===== config.mk =====
export PLATFORM = sky130hd
export DESIGN_NAME = seq_detector_param
export DESIGN_NICKNAME = d
export VERILOG_FILES = /design/src/rtl/seq_det_pkg.sv /design/src/rtl/sat_counter.sv /design/src/rtl/seq_detector_param.sv
export SDC_FILE = /design/constraint.sdc
export NUM_CORES = 1
export LEC_CHECK = 0
export ABC_CLOCK_PERIOD_IN_PS = 3600
export CORE_MARGIN = 2
export CORE_UTILIZATION = 35
export DETAILED_ROUTE_END_ITERATION = 8
export PLACE_DENSITY = 0.59
export SKIP_CTS_REPAIR_TIMING = 1
export SYNTH_ARGS = -nofsm -noshare
export SYNTH_HDL_FRONTEND = slang
export SYNTH_HIERARCHICAL = 1
export SYNTH_SLANG_ARGS = --single-unit

===== constraint.sdc =====
create_clock -name clk -period 3.6 [get_ports clk]
set_clock_uncertainty 0.1 [all_clocks]
set_input_delay 0.9 -clock clk [delete_from_list [all_inputs] [get_ports clk]]
set_output_delay 0.9 -clock clk [all_outputs]
set_load 0.005 [all_outputs]

===== src/rtl/seq_det_pkg.sv =====
// Shared types and helpers for the parametrised serial pattern detector.
package seq_det_pkg;

   localparam int DEF_MAX_LEN = 8;
   localparam int DEF_CNT_W   = 8;

   typedef enum logic {WAIT, MATCH} state_t;

   // Pattern lengths outside 1..max_len are pulled back into range on load.
   function automatic int clamp_len(input int len, input int max_len);
      if (len < 1)
         return 1;
      if (len > max_len)
         return max_len;
      return len;
   endfunction

endpackage


===== src/rtl/sat_counter.sv =====
// Saturating up-counter; a clear on the same edge as an increment yields 1.
module sat_counter #(
   parameter int W = 8
) (
   input  logic         clk,
   input  logic         n_rst,
   input  logic         i_inc,
   input  logic         i_clr,
   output logic [W-1:0] o_count
);

   logic [W-1:0] r_count;

   always_ff @(posedge clk or negedge n_rst) begin
      if (!n_rst)
         r_count <= '0;
      else if (i_clr)
         r_count <= i_inc ? W'(1) : '0;
      else if (i_inc && (r_count != '1))
         r_count <= r_count + 1'b1;
   end

   assign o_count = r_count;

endmodule


===== src/rtl/seq_detector_param.sv =====
// Serial pattern detector with a runtime-loadable pattern, optional overlap,
// input-valid qualifier and a saturating match counter. Moore match flag.
module seq_detector_param
   import seq_det_pkg::*;
#(
   parameter int                 MAX_LEN     = DEF_MAX_LEN,
   parameter int                 LEN_W       = $clog2(MAX_LEN + 1),
   parameter int                 CNT_W       = DEF_CNT_W,
   parameter logic [MAX_LEN-1:0] RST_PATTERN = MAX_LEN'(8'b0000_1101),
   parameter int                 RST_LEN     = 4
) (
   input  logic               clk,
   input  logic               n_rst,
   input  logic               i,
   input  logic               i_valid,
   input  logic               overlap_en,
   input  logic               load_pattern,
   input  logic [MAX_LEN-1:0] pattern_in,
   input  logic [LEN_W-1:0]   len_in,
   input  logic               count_clear,
   output logic               o,
   output logic [CNT_W-1:0]   match_count
);

   state_t             r_state, w_state_n;
   logic [MAX_LEN-1:0] r_pattern, r_hist, w_hist_n, w_mask;
   logic [LEN_W-1:0]   r_len, r_fill, w_fill_n, w_len_in;
   logic               w_accept, w_match_now;

   assign w_accept = i_valid && !load_pattern;
   assign w_hist_n = {r_hist[MAX_LEN-2:0], i};
   assign w_fill_n = (r_fill >= LEN_W'(MAX_LEN)) ? r_fill : r_fill + 1'b1;
   assign w_len_in = LEN_W'(clamp_len(int'(len_in), MAX_LEN));

   // Only the newest r_len history bits take part in the compare.
   assign w_mask      = ~({MAX_LEN{1'b1}} << r_len);
   assign w_match_now = w_accept && (w_fill_n >= r_len) &&
                        (((w_hist_n ^ r_pattern) & w_mask) == '0);

   always_ff @(posedge clk or negedge n_rst) begin
      if (!n_rst) begin
         r_pattern <= RST_PATTERN;
         r_len     <= LEN_W'(RST_LEN);
         r_hist    <= '0;
         r_fill    <= '0;
      end else if (load_pattern) begin
         r_pattern <= pattern_in;
         r_len     <= w_len_in;
         r_hist    <= '0;
         r_fill    <= '0;
      end else if (w_accept) begin
         r_hist <= w_hist_n;
         // Non-overlapping mode forces the next match to use fresh bits only.
         r_fill <= (w_match_now && !overlap_en) ? '0 : w_fill_n;
      end
   end

   always_ff @(posedge clk or negedge n_rst) begin
      if (!n_rst)
         r_state <= WAIT;
      else
         r_state <= w_state_n;
   end

   always_comb begin
      w_state_n = r_state;
      if (load_pattern)
         w_state_n = WAIT;
      else if (w_accept)
         w_state_n = w_match_now ? MATCH : WAIT;
   end

   assign o = (r_state == MATCH);

   sat_counter #(
      .W (CNT_W)
   ) u_cnt (
      .clk     (clk),
      .n_rst   (n_rst),
      .i_inc   (w_match_now),
      .i_clr   (count_clear),
      .o_count (match_count)
   );

endmodule


==> flow_summary_export.csv <==
group,metric,value,unit
synth,yosys_warnings,6,
final_layout,antenna_cells,0,
sta,max_freq,0.3439,GHz
job,drv_cap,0,
power_and_ir_drop,irDropWorstVdd,0.0001988,V
synth,synth_edf_count,0,
final_layout,multi_input_area,919.6,sq um
clocking,cts_buffers,5,
sta,period_share,80.76,%
route,wirelength,3550,um
run_status,status,"finished, final reports clean",
power_and_ir_drop,p_per_area,365.2,nW/um^2
route,vias,1343,
synth,avgSynthCellArea,10.56,sq um
synth,ys_seq_elements,32,
die,start_util,37.06,%
critical_path,worstPathArrival,2.95,ns
route,route.detailed.drc,0,
synth,ys_seq_area_share,45.13,%
sta,setup-violations-final,0,
critical_path,criticalPathCategory,"register to register",
sta,hold_viol_final,0,
grt,gr-total-overflow,0,
placement,postPlaceCellArea,2132,sq um
power_and_ir_drop,p_seq_share,49.0,%
route,drt_first_pass_iters,4,
final_layout,layout-drive-gt1-share,17.91,%
final_layout,area_growth,25.02,%
sta,post-route-min-period,2.907,ns
power_and_ir_drop,combPwrFrac,14.3,%
sta,tightest_slew,0.3981,ns
route,wire_per_inst,13.25,um
clocking,cts_tree,"built",
grt,grt_pass1_vias,1342,
route,antenna_left,0,
clocking,cts_num_sinks,32,
die,rows,25,
clocking,clockBufferDepth,2,
critical_path,start_kind,"register",
sta,relSlewSlack,73.31,%
grt,antenna_found_initial,0,
critical_path,crit_fanout,6,
route,drtIter0Drc,40,
critical_path,critPathCaptureType,"register",
clocking,cts.clk_slew.worst_paths,0.07,ns
synth,syn_nets,195,
clocking,insertion_delay,0.28,ns
die,core_area,4817,sq um
sta,rsz0062_at_grt,"false",
route,via_per_inst,5.011,
die,fp.dieH,75.43,um
sta,slew_viol_final,0,
synth,synth_ff_type,"dfrtp_1",
final_layout,fin_nets,226,
power_and_ir_drop,p_int,616.7,uW
die,dieArea,5689,sq um
final_layout,n_fill_cell,454,
power_and_ir_drop,swShare,24.34,%
sta,setup-tns-final,0,ns
synth,async_flop_share,100.0,%
placement,dp_hpwl,2711,um
critical_path,worst_ep_required_time,3.65,ns
power_and_ir_drop,p_sw,198.4,uW
power_and_ir_drop,p_clk_share,36.7,%
clocking,h-tree-depth,2,
grt,grt_pass1_wl,6141,um
die,ios,28,
clocking,cts-root-buf,"clkbuf_8",
placement,portBuffers,27,
hold_path,hold_class,"register to register",
grt,grt_max_degree,33,
placement,gp_congestion,0.7812,
synth,postSynthCellCount,169,
power_and_ir_drop,p_leak,0.0009486,uW
synth,synth_area,1785,sq um
die,die_w,75.43,um
synth,synth_cell_type_count,48,
grt,grt_util_all_layers,14.29,%
final_layout,finish.instance_area,2232,sq um
final_layout,regArea,805.8,sq um
==> registers in the layout (all words and copies together), names as in the netlist <==
name / count
o: 1
r_fill: 4
r_hist: 7
r_len: 4
r_pattern: 8
u_cnt/o_count: 8
==> metrics by stage <==
step	hold slack, ns	total power (uW)	worst slack, ns	util, %	cells
after floorplan	0.3741	475.5	0.9528	-	169
after global placement	0.3884	520.9	0.5800	44.26	260
after detailed placement	0.3685	524.5	0.5156	44.26	260
after CTS	0.3823	828.2	0.6678	46.34	268
after global routing	0.4163	858.6	0.5134	46.34	268
final	0.3811	815.1	0.6926	46.34	268
==> cells by family (layout without fill, tap and decap cells) <==
family / count (synthesis) / count (layout) / share of synthesized area (%)
and+or+nand+nor: 51 / 51 / 15.84
AOI/OAI and AO/OA: 37 / 37 / 15.07
DFF: 32 / 32 / 45.13
muxes: 18 / 18 / 10.79
buffers and inverters: 14 / 46 / 3.364
xor gates and xnor gates: 10 / 10 / 4.905
adders and majority gates: 7 / 7 / 4.905
==> power groups by stage <==
stage | Sequential, uW | Combinational, uW | Clock [uW]
2_1_floorplan | 401 | 74.9 | 0
3_3_place_gp | 405 | 116 | 0
3_5_place_dp | 406 | 118 | 0
4_1_cts | 400 | 118 | 310
5_1_grt | 402 | 131 | 325
6_report | 400 | 116 | 299
==> placed cells by master, fill, tap and decap left out, types with 2 or more instances in the layout <==
cell,count
clkbuf_8,7
ha_1,7
o21a_1,2
nand2_1,12
nand4_1,3
o21ai_1,3
xnor2_1,5
xor2_1,5
o22ai_1,2
inv_1,8
dfrtp_1,28
mux2_2,10
o21ai_0,5
nand2b_1,7
and3_1,3
nor3b_1,2
or3_1,2
nor3_1,3
nor2_1,11
mux2i_1,8
dfstp_2,4
a21oi_1,9
buf_4,3
clkdlybuf4s50_1,27
==> final timing paths <==
path / slack, ns / startpoint / to / cells past startpoint
max in group asynchronous: 2.15 / n_rst / r_pattern[2] / 2
min in group asynchronous: 0.92 / n_rst / r_pattern[1] / 2
setup reg to reg: 0.69 / r_fill[0] / u_cnt/o_count[5] / 10
hold / removal: 0.38 / o / o / 1
hold reg to reg: 0.38 / o / o / 1
setup / recovery: 0.69 / r_fill[0] / u_cnt/o_count[5] / 10
==> critical path, cell delays in order, from the launching register on <==
cell,delay [ns]
dfrtp_1,0.43
inv_1,0.06
ha_1,0.28
mux2_2,0.28
ha_1,0.28
a21oi_1,0.07
o21a_1,0.22
nor3_2,0.39
nand4_2,0.22
a2111oi_2,0.37
nor3b_1,0.09
==> cell usage after synthesis (3+ instances only) <==
| cell | number | share of area [%] |
|---|---|---|
| dfstp_2 | 4 | 5.9 |
| a21oi_1 | 9 | 2.5 |
| and3_1 | 3 | 1.1 |
| nor2_1 | 11 | 2.3 |
| mux2i_1 | 8 | 4.5 |
| ha_1 | 7 | 4.9 |
| inv_1 | 8 | 1.7 |
| o21ai_1 | 3 | 0.84 |
| xor2_1 | 5 | 2.5 |
| buf_2 | 3 | 0.84 |
| nor3_1 | 3 | 0.84 |
| nand4_1 | 3 | 1.1 |
| nand2b_1 | 7 | 2.5 |
| o21ai_0 | 5 | 1.4 |
| dfrtp_1 | 28 | 39 |
| mux2_2 | 10 | 6.3 |
| xnor2_1 | 5 | 2.5 |
| nand2_1 | 12 | 2.5 |
==> layer usage <==
metal  vias up  GRT usage, %  share of wire, %
met2        18         23.00                49
met5         -             0                 0
met1       651         18.43                47
met4         0         5.263               1.0
li1        669             -                 -
met3         5         3.968               3.1
==> area by class of cell <==
cell class | instances | area share [%]
Timing Repair Buffer | 30 | 13.12
Sequential cell | 32 | 36.10
Multi-Input combinational cell | 123 | 41.20
Tap cell | 67 | 3.756
Inverter | 8 | 1.345
Clock buffer | 8 | 4.484
Note: power is estimated with default switching activity, not from simulation.
